[config.mk]
export PLATFORM = sky130hd
export DESIGN_NAME = pixel_filter3x3
export DESIGN_NICKNAME = d
export VERILOG_FILES = /design/src/rtl/pixel_filter3x3.sv
export SDC_FILE = /design/constraint.sdc
export NUM_CORES = 1
export LEC_CHECK = 0
export BUFFER_PORTS_ARGS = -buffer_cell sky130_fd_sc_hd__buf_2
export CORE_MARGIN = 10
export CORE_UTILIZATION = 45
export CTS_CLUSTER_SIZE = 24
export DETAILED_ROUTE_END_ITERATION = 10
export PLACE_DENSITY = 0.69
export SLEW_MARGIN = 20
export SYNTH_ARGS = -nofsm -noshare
export SYNTH_HDL_FRONTEND = slang
export SYNTH_SLANG_ARGS = --single-unit
[constraint.sdc]
create_clock -name clk -period 9.5 [get_ports clk]
set_input_delay 0.475 -clock clk [delete_from_list [all_inputs] [get_ports clk]]
set_output_delay 0.475 -clock clk [all_outputs]
set_load 0.05 [all_outputs]
[src/rtl/pixel_filter3x3.sv]
// Streaming 3x3 pixel processor: bypass / invert / box blur / Sobel magnitude / threshold, frame-aware.
// Latency: one cycle from input accept to registered output. Throughput is one pixel per cycle.
// Backpressure: READY_OUT drops while a registered result is waiting on READY_IN. A stalled result is held stable.
//
// Ports:
//   clk, rst                  rising-edge clock, synchronous active-high reset
//   start                     level run request; stop is honoured only at a frame boundary
//   mode, thresh              operating mode (latched per frame) and threshold level (live, per pixel)
//   pixel_in/VALID_IN/READY_OUT    raster-order input stream
//   pixel_out/VALID_OUT/READY_IN   registered result stream
//   sof_out, eol_out          first-pixel-of-frame / last-pixel-of-row markers, qualified by VALID_OUT
//   frame_done                one-cycle pulse after the last input pixel of a frame is accepted
//   busy                      high while the run state machine is not idle
module pixel_filter3x3 #(
    parameter int PIX_W      = 8,
    parameter int IMG_WIDTH  = 32,
    parameter int IMG_HEIGHT = 32
) (
    input  logic             clk,
    input  logic             rst,
    input  logic             start,
    input  logic [2:0]       mode,
    input  logic [PIX_W-1:0] thresh,
    input  logic [PIX_W-1:0] pixel_in,
    input  logic             VALID_IN,
    output logic             READY_OUT,
    output logic [PIX_W-1:0] pixel_out,
    output logic             VALID_OUT,
    input  logic             READY_IN,
    output logic             sof_out,
    output logic             eol_out,
    output logic             frame_done,
    output logic             busy
);

    localparam int CW = (IMG_WIDTH  > 1) ? $clog2(IMG_WIDTH)  : 1;
    localparam int RW = (IMG_HEIGHT > 1) ? $clog2(IMG_HEIGHT) : 1;
    // Four guard bits hold the 9-pixel box sum and the signed Sobel gradients.
    localparam int SW = PIX_W + 4;

    localparam logic [CW-1:0]    C_LAST  = CW'(IMG_WIDTH - 1);
    localparam logic [RW-1:0]    R_LAST  = RW'(IMG_HEIGHT - 1);
    localparam logic [PIX_W-1:0] PIX_MAX = '1;
    localparam logic [SW-1:0]    SAT_LIM = SW'(PIX_MAX);

    localparam logic [2:0] M_BYPASS = 3'b000;
    localparam logic [2:0] M_INVERT = 3'b001;
    localparam logic [2:0] M_BOX    = 3'b010;
    localparam logic [2:0] M_SOBEL  = 3'b011;
    localparam logic [2:0] M_THRESH = 3'b100;

    typedef enum logic {
        S_IDLE = 1'b0,
        S_RUN  = 1'b1
    } state_t;

    state_t            r_state;
    state_t            w_state_nxt;
    logic [2:0]        r_mode_q;
    logic [CW-1:0]     r_col;
    logic [RW-1:0]     r_row;

    logic [PIX_W-1:0]  r_pixel_out;
    logic              r_vld_out;
    logic              r_sof;
    logic              r_eol;
    logic              r_frame_done;

    // Two previous rows, indexed by column. Contents are don't-care until
    // written by the current frame, so they carry no reset.
    logic [PIX_W-1:0]  r_lb0 [IMG_WIDTH];
    logic [PIX_W-1:0]  r_lb1 [IMG_WIDTH];

    // Two most recent window columns, [row][col]: row 0 oldest, col 1 newest.
    // The third (newest) column is formed combinationally from the line
    // buffers and pixel_in, so the result is ready in the accept cycle.
    logic [PIX_W-1:0]  r_win [3][2];

    logic              w_accept;
    logic              w_first;
    logic              w_last;
    logic              w_frame_wrap;
    logic              w_boundary;
    logic              w_mode_ld;
    logic              w_win_ok;

    logic [PIX_W-1:0]  w_col_new [3];
    logic [PIX_W-1:0]  w_p [3][3];

    logic [SW-1:0]         w_box_sum;
    logic [SW-1:0]         w_box_shr;
    logic [PIX_W-1:0]      w_box_res;
    logic signed [SW-1:0]  w_gx;
    logic signed [SW-1:0]  w_gy;
    logic [SW-1:0]         w_abs_x;
    logic [SW-1:0]         w_abs_y;
    logic [SW-1:0]         w_mag;
    logic [PIX_W-1:0]      w_sob_res;

    logic [PIX_W-1:0]  w_res;
    logic              w_produce;
    logic              w_sof;
    logic              w_eol;

    function automatic logic signed [SW-1:0] f_sx(input logic [PIX_W-1:0] v);
        return $signed(SW'(v));
    endfunction

    // ------------------------------------------------------------------
    // Handshake and frame position
    // ------------------------------------------------------------------
    assign READY_OUT    = (r_state == S_RUN) && (!r_vld_out || READY_IN);
    assign w_accept     = VALID_IN && READY_OUT;
    assign w_first      = (r_row == '0) && (r_col == '0);
    assign w_last       = (r_row == R_LAST) && (r_col == C_LAST);
    assign w_frame_wrap = w_accept && w_last;
    // A frame that has just had its first pixel accepted is already in
    // progress, so that cycle does not count as a boundary.
    assign w_boundary   = (w_first && !w_accept) || w_frame_wrap;
    assign w_win_ok     = (r_row >= RW'(2)) && (r_col >= CW'(2));

    // ------------------------------------------------------------------
    // Run FSM
    // ------------------------------------------------------------------
    always_ff @(posedge clk) begin
        if (rst) begin
            r_state <= S_IDLE;
        end else begin
            r_state <= w_state_nxt;
        end
    end

    always_comb begin
        w_state_nxt = r_state;
        w_mode_ld   = 1'b0;
        case (r_state)
            S_IDLE: begin
                if (start) begin
                    w_state_nxt = S_RUN;
                    w_mode_ld   = 1'b1;
                end
            end
            S_RUN: begin
                if (w_boundary) begin
                    w_mode_ld = 1'b1;
                    if (!start) begin
                        w_state_nxt = S_IDLE;
                    end
                end
            end
            default: w_state_nxt = S_IDLE;
        endcase
    end

    always_ff @(posedge clk) begin
        if (rst) begin
            r_mode_q <= M_BYPASS;
        end else if (w_mode_ld) begin
            r_mode_q <= mode;
        end
    end

    // ------------------------------------------------------------------
    // Raster counters
    // ------------------------------------------------------------------
    always_ff @(posedge clk) begin
        if (rst) begin
            r_col <= '0;
            r_row <= '0;
        end else if (r_state == S_IDLE) begin
            if (start) begin
                r_col <= '0;
                r_row <= '0;
            end
        end else if (w_accept) begin
            if (r_col == C_LAST) begin
                r_col <= '0;
                r_row <= (r_row == R_LAST) ? '0 : r_row + 1'b1;
            end else begin
                r_col <= r_col + 1'b1;
            end
        end
    end

    // ------------------------------------------------------------------
    // Line buffers and window
    // ------------------------------------------------------------------
    always_ff @(posedge clk) begin
        if (w_accept) begin
            r_lb1[r_col] <= r_lb0[r_col];
            r_lb0[r_col] <= pixel_in;
        end
    end

    always_comb begin
        w_col_new[0] = r_lb1[r_col];
        w_col_new[1] = r_lb0[r_col];
        w_col_new[2] = pixel_in;
        for (int r = 0; r < 3; r++) begin
            w_p[r][0] = r_win[r][0];
            w_p[r][1] = r_win[r][1];
            w_p[r][2] = w_col_new[r];
        end
    end

    always_ff @(posedge clk) begin
        if (rst) begin
            for (int r = 0; r < 3; r++) begin
                r_win[r][0] <= '0;
                r_win[r][1] <= '0;
            end
        end else if (w_accept) begin
            for (int r = 0; r < 3; r++) begin
                r_win[r][0] <= r_win[r][1];
                r_win[r][1] <= w_col_new[r];
            end
        end
    end

    // ------------------------------------------------------------------
    // Box blur: sum of nine, divided by eight (not nine), saturated
    // ------------------------------------------------------------------
    always_comb begin
        w_box_sum = '0;
        for (int r = 0; r < 3; r++) begin
            for (int c = 0; c < 3; c++) begin
                w_box_sum = w_box_sum + SW'(w_p[r][c]);
            end
        end
    end

    assign w_box_shr = w_box_sum >> 3;
    assign w_box_res = (w_box_shr > SAT_LIM) ? PIX_MAX : w_box_shr[PIX_W-1:0];

    // ------------------------------------------------------------------
    // Sobel magnitude |Gx| + |Gy|, saturated
    // ------------------------------------------------------------------
    always_comb begin
        w_gx = (f_sx(w_p[0][2]) + (f_sx(w_p[1][2]) <<< 1) + f_sx(w_p[2][2]))
             - (f_sx(w_p[0][0]) + (f_sx(w_p[1][0]) <<< 1) + f_sx(w_p[2][0]));
        w_gy = (f_sx(w_p[2][0]) + (f_sx(w_p[2][1]) <<< 1) + f_sx(w_p[2][2]))
             - (f_sx(w_p[0][0]) + (f_sx(w_p[0][1]) <<< 1) + f_sx(w_p[0][2]));
    end

    assign w_abs_x   = w_gx[SW-1] ? $unsigned(-w_gx) : $unsigned(w_gx);
    assign w_abs_y   = w_gy[SW-1] ? $unsigned(-w_gy) : $unsigned(w_gy);
    assign w_mag     = w_abs_x + w_abs_y;
    assign w_sob_res = (w_mag > SAT_LIM) ? PIX_MAX : w_mag[PIX_W-1:0];

    // ------------------------------------------------------------------
    // Result select
    // ------------------------------------------------------------------
    always_comb begin
        w_res     = '0;
        w_produce = 1'b0;
        w_sof     = 1'b0;
        w_eol     = (r_col == C_LAST);
        case (r_mode_q)
            M_BYPASS: begin
                w_res     = pixel_in;
                w_produce = 1'b1;
                w_sof     = w_first;
            end
            M_INVERT: begin
                w_res     = ~pixel_in;
                w_produce = 1'b1;
                w_sof     = w_first;
            end
            M_THRESH: begin
                w_res     = (pixel_in >= thresh) ? PIX_MAX : '0;
                w_produce = 1'b1;
                w_sof     = w_first;
            end
            // Window modes emit only fully-populated windows; the window
            // ending at (2,2) is the first of the frame.
            M_BOX: begin
                w_res     = w_box_res;
                w_produce = w_win_ok;
                w_sof     = (r_row == RW'(2)) && (r_col == CW'(2));
            end
            M_SOBEL: begin
                w_res     = w_sob_res;
                w_produce = w_win_ok;
                w_sof     = (r_row == RW'(2)) && (r_col == CW'(2));
            end
            default: begin
                w_produce = 1'b0;
            end
        endcase
    end

    // ------------------------------------------------------------------
    // Output register
    // ------------------------------------------------------------------
    always_ff @(posedge clk) begin
        if (rst) begin
            r_pixel_out  <= '0;
            r_vld_out    <= 1'b0;
            r_sof        <= 1'b0;
            r_eol        <= 1'b0;
            r_frame_done <= 1'b0;
        end else begin
            r_frame_done <= w_frame_wrap;
            if (w_accept && w_produce) begin
                r_pixel_out <= w_res;
                r_vld_out   <= 1'b1;
                r_sof       <= w_sof;
                r_eol       <= w_eol;
            end else if (READY_IN) begin
                // Consumed (or already empty); data fields keep their
                // last value since they are only meaningful with VALID_OUT.
                r_vld_out <= 1'b0;
            end
        end
    end

    assign pixel_out  = r_pixel_out;
    assign VALID_OUT  = r_vld_out;
    assign sof_out    = r_sof;
    assign eol_out    = r_eol;
    assign frame_done = r_frame_done;
    assign busy       = (r_state != S_IDLE);

endmodule
==> impl_results.md, run 1 <==
* H-tree levels at 2
* Mux contribution to synthesized area at 0.139
* Post-CTS Resized at 0
* Inserted Diodes at 0
* First-pass GRT wire length at approximately 95000 µm
* Sink Count at 591
* Pwr dens at 293 mW/mm²
* Synth async-reset ratio at 0
* Yosys Warn Count at 0
* Clock buffer depth at 3
* Detail Route Antenna Nets at 0
* Critical path arrival at 9.10 ns
* Crit-path cells: buf_12 -> buf_4 -> mux4_2 -> mux4_2 -> mux2i_1 -> clkinv_1 -> fa_1 -> fa_1 -> fa_1 -> fa_1 -> ha_1 -> and3_1 -> a221oi_1 -> nor2b_1 -> o311a_1 -> o21bai_1 -> a221oi_1 -> a211oi_1
* Site Rows at 90
* Synth unique cells at 61
* Hold-fix buffer count after cts at 0
* Num CTS Buffers at 58
* Crit path max fanout at 33
* Vias in the first global route at 15100
* Most frequent cells in the layout: edfxtp_1, mux4_2, inv_1
* Core area at between 0.06 and 0.07 mm²
* Main combinational cell family by area after synthesis: multiplexers
* Post-layout minimum cycle time at 8.62 ns
* Starting Density at 0.457
* Gpl congestion at 0.833
* Adder-cell share of the synthesized area at 0.114
* Post-route insts no fill at around 2500
* Slew @ Worst Pin at 1.07 ns
* Area of placed instances at 0.0291 mm²
* DRT Wirelength at 63000 µm
* Die Span Y at approximately 270 µm
* Largest net degree at the start of global routing at 51
* Via count at between 10000 and 15000
* Peak supply drop at 0.476 mV
* Xor and xnor area share after synthesis at 0.0146
* HP Class: input pin to register
* Register area share after synthesis at 0.630
* Setup TNS at 0 ns
* Synth-to-layout area growth at 12.1%
* Main synth FF type: edfxtp_1
* Commonest non-fill, non-tap cell in the layout: edfxtp_1
* DRC viols at 0
* Worst path max stage delay at 1.05 ns
* Rel. slew slack at 0.279
* Antenna violations before repair at 2
* Post-DP HPWL at between 40000 and 50000 µm
* Post-Syn Area at roughly 0.028 mm²
* Crit-path most repeated cell: fa_1
* Total global routing overflow at 0
* Flops & latches, synth at 591
* Syn Nets at 1780
* Clk_skew at 0.0226 ns
* Final Hold Viols at 0
* Die Wd at around 270 µm
* Routed len/inst at between 20 and 30 µm
* Run status: complete, no violations
* Layout cells sized above 1 at 0.223
* WS Path Type: register to register
* GRT Util Overall at 0.179
* Synth Area in Compound Gates at 0.0342
* Synth Instances at 1575
* Setup violators final at 0
* Max Clk Rate at 116 MHz
* Crit. End Element: register
* Simple-gate share of the synthesized area at 0.0418
* Vias/cell at about 5.8
* Setup repair after global routing missed its margin: no
* Final Cycle Share at 0.908
* Total die area at 0.0718 mm²
* Lkg Pwr at 10.6 nW
* Post-synth EDFFs at 560
* Io pins at 38
* Worst-path clk slew at 0.06 ns
* CP max stage cell: clkinv_1
* Fin. max-slew vios at 0
* DR pass1 iterations at 5
* Number of nets in the layout at 1874
* I/O Buffers at 37
* Startpoint Class: register
* Fin area at between 0.03 and 0.04 mm²
* Critical path required time at 9.98 ns
* Initial DRC Count at between 1500 and 2000
* Max-cap viol count at 0
* Syn_area_per_cell at 17.6 µm²
* Hold slack final at about 0.093 ns
* CTS tree: yes
* CTS root buf: clkbuf_16
* Post-CTS Setup Bufs at 0
* Later-pin clock latency in the skew report at 0.63 ns
* Cells after DPL at roughly 2400
-- final cells by class --
cell class	count	area (µm²)
sequential	591	17400
tap	782	978
clock buffer	71	1500
multi-input combinational	793	9600
timing repair buffer	88	618
fill	4787	29600
inverter	137	514
clock inverter	35	377
-- metal layers --
metal	up-vias	global-route usage	part of all wire
met5	-	0	0
met2	598	0.292	0.49
met3	99	0.0294	0.078
met4	0	0.0609	0.030
met1	7565	0.241	0.41
li1	6214	-	-
-- cells by family after synthesis --
| family | after synthesis |
|---|---|
| AOI/OAI and AO/OA | 142 |
| muxes | 184 |
| buffers and inverters | 191 |
| DFF | 591 |
| xor gates and xnor gates | 46 |
| and+or+nand+nor | 240 |
| adders and majority gates | 181 |
-- registers in the layout, indices dropped and copies added, names as in the netlist, 3 cells and up, named ones only --
name       flops
r_lb0        256
r_lb1        256
r_win         48
pixel_out      8
r_col          5
r_row          5
r_mode_q       3
-- power by group --
part,internal [mW],switching [mW],leakage (nW)
Clock,1.31,0.959,0.917
Combinational,1.64,2.24,4.30
Sequential,2.90,0.0341,5.36
Total,5.86,3.24,10.6
-- worst max-delay path: cells and delay by family, from the launching register on --
| family | cells | cell delay, ns |
|---|---|---|
| and+or+nand+nor | 2 | 0.43 |
| adders and majority gates | 5 | 2.81 |
| muxes | 3 | 1.68 |
| AOI/OAI and AO/OA | 5 | 1.14 |
| buffers and inverters | 3 | 1.71 |
| DFF | 1 | 0.62 |
-- per-stage QoR --
step	util	total power [mW]	worst slack (ns)
4_1_cts	0.512	9.12	1.19
6_report	0.512	9.09	0.878
2_1_floorplan	-	5.91	2.23
3_5_place_dp	0.481	6.83	1.21
5_1_grt	0.512	9.71	0.410
3_3_place_gp	0.481	6.74	1.36
-- worst paths after layout --
path / slack, ns / end / depth (start not counted) / startpoint
min: 0.09 / r_mode_q[2]$_SDFFE_PP0P_ / 3 / mode[2]
max reg2reg: 0.88 / pixel_out[0]$_SDFFE_PP0P_ / 18 / register
max: 0.88 / pixel_out[0]$_SDFFE_PP0P_ / 18 / register
min reg2reg: 0.48 / r_row[4]$_SDFFE_PP0P_ / 2 / r_row[4]$_SDFFE_PP0P_
-- cell usage after synthesis (4+ instances only) --
master      n  share of area
o211ai_1    4         0.0011
ha_1       64          0.029
xor2_1     24         0.0076
o21ai_0    31         0.0056
nor3_1     11         0.0020
a21oi_1    32         0.0058
mux2i_1    18         0.0065
nand2_1    32         0.0043
mux2_2      6         0.0024
fa_1      117          0.085
buf_2      15         0.0027
inv_1     137          0.019
o21a_1      7         0.0019
xnor2_1    22         0.0070
or3_1       5         0.0011
a21o_1     13         0.0035
and3_1      7         0.0016
a221oi_1    4         0.0013
nor2b_1     7         0.0016
clkbuf_1   32         0.0043
nand4_1     5         0.0011
nand2b_1    8         0.0018
buf_1       6        0.00081
edfxtp_1  560           0.61
nand3b_1    5         0.0014
nor2_1    108          0.015
and2_1     26         0.0059
or4_1       4         0.0011
dfxtp_1    31          0.022
mux4_2    160           0.13
a211oi_1   16         0.0043
nand3_1    12         0.0022
(Power assumes the default switching activity.)
==> run 2: changes to the inputs <==
--- a/config.mk
+++ b/config.mk
@@ -8,10 +8,10 @@
 export BUFFER_PORTS_ARGS = -buffer_cell sky130_fd_sc_hd__buf_2
 export CORE_MARGIN = 10
 export CORE_UTILIZATION = 45
-export CTS_CLUSTER_SIZE = 24
+export CTS_CLUSTER_SIZE = 10
 export DETAILED_ROUTE_END_ITERATION = 10
 export PLACE_DENSITY = 0.69
-export SLEW_MARGIN = 20
+export SLEW_MARGIN = 10
 export SYNTH_ARGS = -nofsm -noshare
 export SYNTH_HDL_FRONTEND = slang
 export SYNTH_SLANG_ARGS = --single-unit
==> constraint.sdc (replaced) <==
create_clock -name clk -period 9.2 [get_ports clk]
set_input_delay 0.46 -clock clk [delete_from_list [all_inputs] [get_ports clk]]
set_output_delay 0.46 -clock clk [all_outputs]
set_load 0.05 [all_outputs]
==> run 2 against run 1 <==
Clock power up 8%. Global-route usage rose by 0.28 points. Maximum frequency rose by 4.8%. Combinational power rose by 3%. Critical endpoint is now pixel_out[6]$_SDFFE_PP0P_. Flip-flop and latch count unchanged. Cell area up 0.25%. Critical path depth is 5 higher. Sequential power increased by 3%. Setup slack better by 0.097 ns. Clock-buffer cell count up 16. Register-to-register slack better by 0.097 ns.
==> impl_results.md, run 2 (synthesis results as in run 1) <==
* Fin. max-slew vios at 0 (unchanged)
* Vias in the first global route at 15200 (+0.83%)
* Worst r2r path cells at 23 (+5)
* Gpl congestion at 0.814 (-2.3%)
* HP Class: input pin to register
* Post-layout minimum cycle time at 8.23 ns (-0.397 ns)
* Hold Path Depth at 3 (unchanged)
* Commonest non-fill, non-tap cell in the layout: edfxtp_1
* Startpoint Class: register
* Reg power frac at 0.320 (-0.003)
* Total global routing overflow at 0 (unchanged)
* Clock buffer depth at 3 (unchanged)
* Layout cells sized above 1 at 0.223 (about the same)
* Run status: complete, no violations
* Critical path required time at 9.65 ns (-0.33 ns)
* Area of placed instances at 0.0291 mm² (about the same)
* GRT Util Overall at 0.181 (+0.00276)
* Antenna violations before repair at 2 (unchanged)
* Via count at 14400 (-0.75%)
* Site Rows at 90 (unchanged)
* Number of nets in the layout at 1884 (+0.53%)
* Clock Power Share at 0.259 (+0.009)
* Max Clk Rate at 122 MHz (+4.8%)
* Final worst setup slack at 0.975 ns (+0.0972 ns)
* Crit. End Element: register
* Routed len/inst at 25.6 µm (+1.6%)
* Most frequent cells in the layout: edfxtp_1, mux4_2, inv_1
* Io pins at 38 (unchanged)
* Largest net degree at the start of global routing at 49 (-3.9%)
* Setup repair after global routing missed its margin: no
* Later-pin clock latency in the skew report at 0.61 ns (-0.02 ns)
* P_sw at 3.36 mW (+3.9%)
* Logic pwr share at 0.421 (-0.007)
* Slew @ Worst Pin at 1.22 ns (+0.148 ns)
* DRC viols at 0 (unchanged)
* I/O Buffers at 37 (unchanged)
* Detail Route Antenna Nets at 0 (unchanged)
* CTS root buf: clkbuf_16
* Num CTS Buffers at 71 (+22%)
* Setup violators final at 0 (unchanged)
* Crit path max fanout at 35 (+6.1%)
* Setup TNS at 0 ns (unchanged)
* Total die area at 0.0718 mm² (unchanged)
* Die Span Y at 268 µm (unchanged)
* Post-DP HPWL at 40500 µm (-0.12%)
* Clk_skew at 0.0212 ns (-0.00146 ns)
* Final Cycle Share at 0.894 (-0.0136)
* Core area at 0.0606 mm² (unchanged)
* Max-cap viol count at 0 (unchanged)
* Post-CTS Resized at 0 (unchanged)
* Biggest regs: r_lb0: 256 flops, r_lb1: 256 flops, r_win: 48 flops
* Sink Count at 591 (unchanged)
* Final Hold Viols at 0 (unchanged)
* Internal power at 6.12 mW (+4.5%)
* Lkg Pwr at 10.6 nW (+0.31%)
* Die Wd at 268 µm (unchanged)
* DRT Wirelength at 63700 µm (+1.1%)
* Fin area at 0.0311 mm² (+0.25%)
* Worst-path clk slew at 0.06 ns (about the same)
* Synth-to-layout area growth at 12.4%
* Initial DRC Count at 1433 (-13%)
* CTS tree: yes
* Sw frac at 0.355 (-0.00127)
* Critical path arrival at 8.68 ns (-0.42 ns)
* First-pass GRT wire length at 96000 µm (+0.59%)
* Peak supply drop at 0.497 mV (+4.4%)
* Final core occ at 0.513 (+0.00126)
* Pwr dens at 305 mW/mm² (+4.0%)
* Setup WS pre-CTS at 0.945 ns (-0.269 ns)
* Vias/cell at 5.78 (-0.31%)
* DR pass1 iterations at 6 (+1)
* Rel. slew slack at 0.184 (-0.0952)
* Hold-fix buffer count after cts at 0 (unchanged)
* Post-CTS Setup Bufs at 0 (unchanged)
* H-tree levels at 3 (+1)
* WS Path Type: register to register
* Starting Density at 0.457 (unchanged)
-- run 2: worst max-delay path, cell delays in order (launching register included) --
cell,delay (ns)
dfxtp_4,0.63
buf_4,0.42
mux4_2,0.37
mux4_2,0.61
mux2_2,0.59
fa_1,0.61
inv_1,0.06
fa_1,0.52
inv_1,0.05
fa_1,0.43
ha_1,0.34
o21a_1,0.15
a2111oi_0,0.47
o21bai_1,0.20
xnor2_1,0.17
a41oi_1,0.16
xor2_1,0.19
mux2_2,0.28
ha_1,0.26
or3_1,0.36
a2111oi_0,0.41
nand4_1,0.35
o21ai_0,0.26
a211oi_1,0.10
-- run 2: metrics by stage --
| stage | power [mW] | cells | hold WS (ns) |
|---|---|---|---|
| 2_1_floorplan | 6.10 | 1575 | 0.450 |
| 3_3_place_gp | 6.96 | 2388 | 0.451 |
| 3_5_place_dp | 7.07 | 2388 | 0.473 |
| 4_1_cts | 9.54 | 2484 | 0.0758 |
| 5_1_grt | 10.1 | 2484 | 0.109 |
| 6_report | 9.48 | 2486 | 0.0944 |
-- run 2: final timing paths --
path / slack, ns / from / endpoint
worst max-delay path: 0.97 / register / pixel_out[6]$_SDFFE_PP0P_
worst min-delay path: 0.09 / mode[0] / r_mode_q[0]$_SDFFE_PP0P_
worst max register to register: 0.97 / register / pixel_out[6]$_SDFFE_PP0P_
worst min register to register: 0.48 / sof_out$_SDFFE_PP0P_ / sof_out$_SDFFE_PP0P_
-- run 2: metal layers --
layer	vias to the layer above	wire length [µm]	track usage
met1	7502	25700	0.236
met4	0	2220	0.0682
met3	111	4810	0.0443
met2	533	31000	0.293
li1	6222	-	-
met5	-	0	0
-- run 2: final cells by class --
class | instances | area [µm²]
repair buffers | 85 | 596
clock inverters | 9 | 118
clock buffers | 87 | 1870
flip-flops and latches | 591 | 17400
fillers | 4803 | 29500
inverters | 137 | 514
multi-input cells | 793 | 9580
well taps | 782 | 978
diodes | 2 | 5.00
-- run 2: power groups by stage --
stage	Clock, mW	Sequential [mW]	Combinational (mW)
3_3_place_gp	0	3.09	3.87
2_1_floorplan	0	3.08	3.02
4_1_cts	2.50	3.03	4.01
5_1_grt	2.60	3.04	4.46
6_report	2.45	3.03	4.00
3_5_place_dp	0	3.09	3.98
==> run 3: changes to the inputs <==
--- a/config.mk
+++ b/config.mk
@@ -8,6 +8,7 @@
 export BUFFER_PORTS_ARGS = -buffer_cell sky130_fd_sc_hd__buf_2
 export CORE_MARGIN = 10
 export CORE_UTILIZATION = 45
+export CTS_BUF_LIST = sky130_fd_sc_hd__clkbuf_16
 export CTS_CLUSTER_SIZE = 10
 export DETAILED_ROUTE_END_ITERATION = 10
 export PLACE_DENSITY = 0.69
==> run 3 against run 2 <==
Flip-flop and latch count unchanged. Sequential share of layout area about the same. Critical path depth did not move. Cell area barely moved. Wire length is essentially flat. Hold slack lost 0.00055 ns. Via count shrank 0.26%. Sequential power barely moved. Non-clock buffer count did not move. Global-route usage about the same. Critical endpoint unchanged.
==> impl_results.md, run 3 (synthesis results as in run 1) <==
* Run status: complete, no violations
* Final Hold Viols at 0 (unchanged)
* Vias/cell at 5.76 (-0.26%)
* DRT Wirelength at 63600 µm (about the same)
* Hold wc startpoint: mode[0]
* Via count at 14300 (-0.26%)
* HP Class: input pin to register
* Hold Path Depth at 3 (unchanged)
* Hold worst-path end: r_mode_q[0]$_SDFFE_PP0P_
* Final Cycle Share at 0.895 (about the same)
* Gpl congestion at 0.814 (unchanged)
* Site Rows at 90 (unchanged)
* Clk_skew at 0.0201 ns (-0.00106 ns)
* H-tree levels at 3 (unchanged)
* Starting Density at 0.457 (unchanged)
* Setup TNS at 0 ns (unchanged)
* Worst r2r path cells at 23 (unchanged)
* Clock buffer depth at 3 (unchanged)
* Die Wd at 268 µm (unchanged)
* Setup WS pre-CTS at 0.945 ns (unchanged)
* Die Span Y at 268 µm (unchanged)
* Crit. End Element: register
* Setup repair after global routing missed its margin: no
* Pwr dens at 304 mW/mm² (-0.24%)
* Slew @ Worst Pin at 1.25 ns (+0.0226 ns)
* Register-to-register setup slack at 0.97 ns (about the same)
* Total die area at 0.0718 mm² (unchanged)
* Hold-fix buffer count after cts at 0 (unchanged)
* Startpoint Class: register
* Area occupied by multi-input gates at 0.00958 mm² (unchanged)
* DR pass1 iterations at 5 (-1)
* Crit-path most repeated cell: fa_1
* Final core occ at 0.513 (about the same)
* Post-CTS Setup Bufs at 0 (unchanged)
* Total global routing overflow at 0 (unchanged)
* Routed len/inst at 25.6 µm (about the same)
* Post-layout minimum cycle time at 8.23 ns (+0.00425 ns)
* Io pins at 38 (unchanged)
* Commonest non-fill, non-tap cell in the layout: edfxtp_1
* Peak supply drop at 0.497 mV (about the same)
* Number of nets in the layout at 1884 (unchanged)
* Critical path required time at 9.65 ns (about the same)
* Num CTS Buffers at 71 (unchanged)
* Crit path max fanout at 35 (unchanged)
* Later-pin clock latency in the skew report at 0.61 ns (about the same)
* Synth-to-layout area growth at 12.4% (about the same)
* GRT Util Overall at 0.181 (about the same)
* Max-cap viol count at 0 (unchanged)
* RR Endpoint: pixel_out[6]$_SDFFE_PP0P_
* CP max stage cell: dfxtp_4
* Most frequent cells in the layout: edfxtp_1, mux4_2, inv_1
* Rel. slew slack at 0.169 (-0.0151)
* I/O Buffers at 37 (unchanged)
* Sink Count at 591 (unchanged)
* Crit path buf inv count at 3 (unchanged)
* Antenna violations before repair at 2 (unchanged)
* Final worst setup slack at 0.970 ns (-0.00425 ns)
* Reg area at 0.0174 mm² (unchanged)
* Fillcell total at 4803 (unchanged)
* CTS root buf: clkbuf_16
* WS Path Type: register to register
* GR Layer Usage met3 at 0.0443 (unchanged)
* Worst path max stage delay at 0.63 ns (about the same)
* M1 GR Usage at 0.236 (about the same)
* Met2 Usage GRT at 0.293 (unchanged)
* Detail Route Antenna Nets at 0 (unchanged)
* DRC viols at 0 (unchanged)
* Worst-path clk slew at 0.06 ns (about the same)
* Lkg Pwr at 10.7 nW (+0.49%)
* CTS tree: yes
* Initial DRC Count at 1397 (-2.5%)
* Post-CTS Resized at 0 (unchanged)
* Core area at 0.0606 mm² (unchanged)
* Layout cells sized above 1 at 0.222 (-0.000588)
* Max Clk Rate at 122 MHz (about the same)
* Family with the most delay on the worst path: adder cells
* Post-DP HPWL at 40500 µm (unchanged)
* Setup violators final at 0 (unchanged)
* Hold slack final at 0.0938 ns (-0.000555 ns)
* Vias in the first global route at 15200 (-0.013%)
* First-pass GRT wire length at 96000 µm (unchanged)
* Biggest regs: r_lb0: 256 flops, r_lb1: 256 flops, r_win: 48 flops
* Layer with the highest usage: met2
* Crit-path cells: buf_4 -> mux4_2 -> mux4_2 -> mux2_2 -> fa_1 -> inv_1 -> fa_1 -> inv_1 -> fa_1 -> ha_1 -> o21a_1 -> a2111oi_0 -> o21bai_1 -> xnor2_1 -> a41oi_1 -> xor2_1 -> mux2_2 -> ha_1 -> or3_1 -> a2111oi_0 -> nand4_1 -> o21ai_0 -> a211oi_1
* Fin. max-slew vios at 0 (unchanged)
* Critical path arrival at 8.68 ns (about the same)
* Largest net degree at the start of global routing at 49 (unchanged)
==> run 3: cell types whose count changed in the layout (fill, tap and decap cells not counted), sizes merged <==
cell / previous run / this run
clkbuf: 87 / 72
inv: 139 / 153
clkinv: 7 / 8
==> run 3: cell type report <==
class                   instances  share of cell area
clock buffers                  72              0.0579
multi-input cells             793               0.308
inverters                     137              0.0165
clock inverters                24             0.00559
repair buffers                 85              0.0192
diodes                          2            0.000161
flip-flops and latches        591               0.561
well taps                     782              0.0315
==> run 3: stage by stage <==
| stage | cell area (µm²) | cells | total power, mW |
|---|---|---|---|
| after CTS | 31100 | 2484 | 9.52 |
| after floorplan | 27700 | 1575 | 6.10 |
| final | 31100 | 2486 | 9.46 |
| after global placement | 29100 | 2388 | 6.96 |
| after global routing | 31100 | 2484 | 10.1 |
| after detailed placement | 29100 | 2388 | 7.07 |
==> run 3: how the worst max path moves through the flow <==
stage             start                         to  slack [ns]  cells past startpoint
2_1_floorplan  register  pixel_out[2]$_SDFFE_PP0P_        1.93                     25
3_3_place_gp   register  pixel_out[4]$_SDFFE_PP0P_        1.14                     23
3_5_place_dp   register  pixel_out[6]$_SDFFE_PP0P_        0.95                     23
4_1_cts        register  pixel_out[6]$_SDFFE_PP0P_        0.95                     23
5_1_grt        register  pixel_out[6]$_SDFFE_PP0P_        0.34                     23
6_report       register  pixel_out[6]$_SDFFE_PP0P_        0.97                     23
==> run 3: report_power, final <==
group	total [mW]	internal [mW]	leakage [nW]	switching (mW)
clock network	2.43	1.40	1.01	1.03
registers	3.03	3.00	5.36	0.0324
logic	3.99	1.69	4.29	2.30
==> run 3: metal layers <==
metal	up-vias	part of all wire
met3	109	0.075
met5	-	0
met1	7459	0.40
met2	543	0.49
met4	0	0.034
li1	6219	-
==> run 3: worst min-delay path, cell delays in order <==
cell and delay, ns:
buf_2 0.08, mux2i_1 0.05, nor2_1 0.07
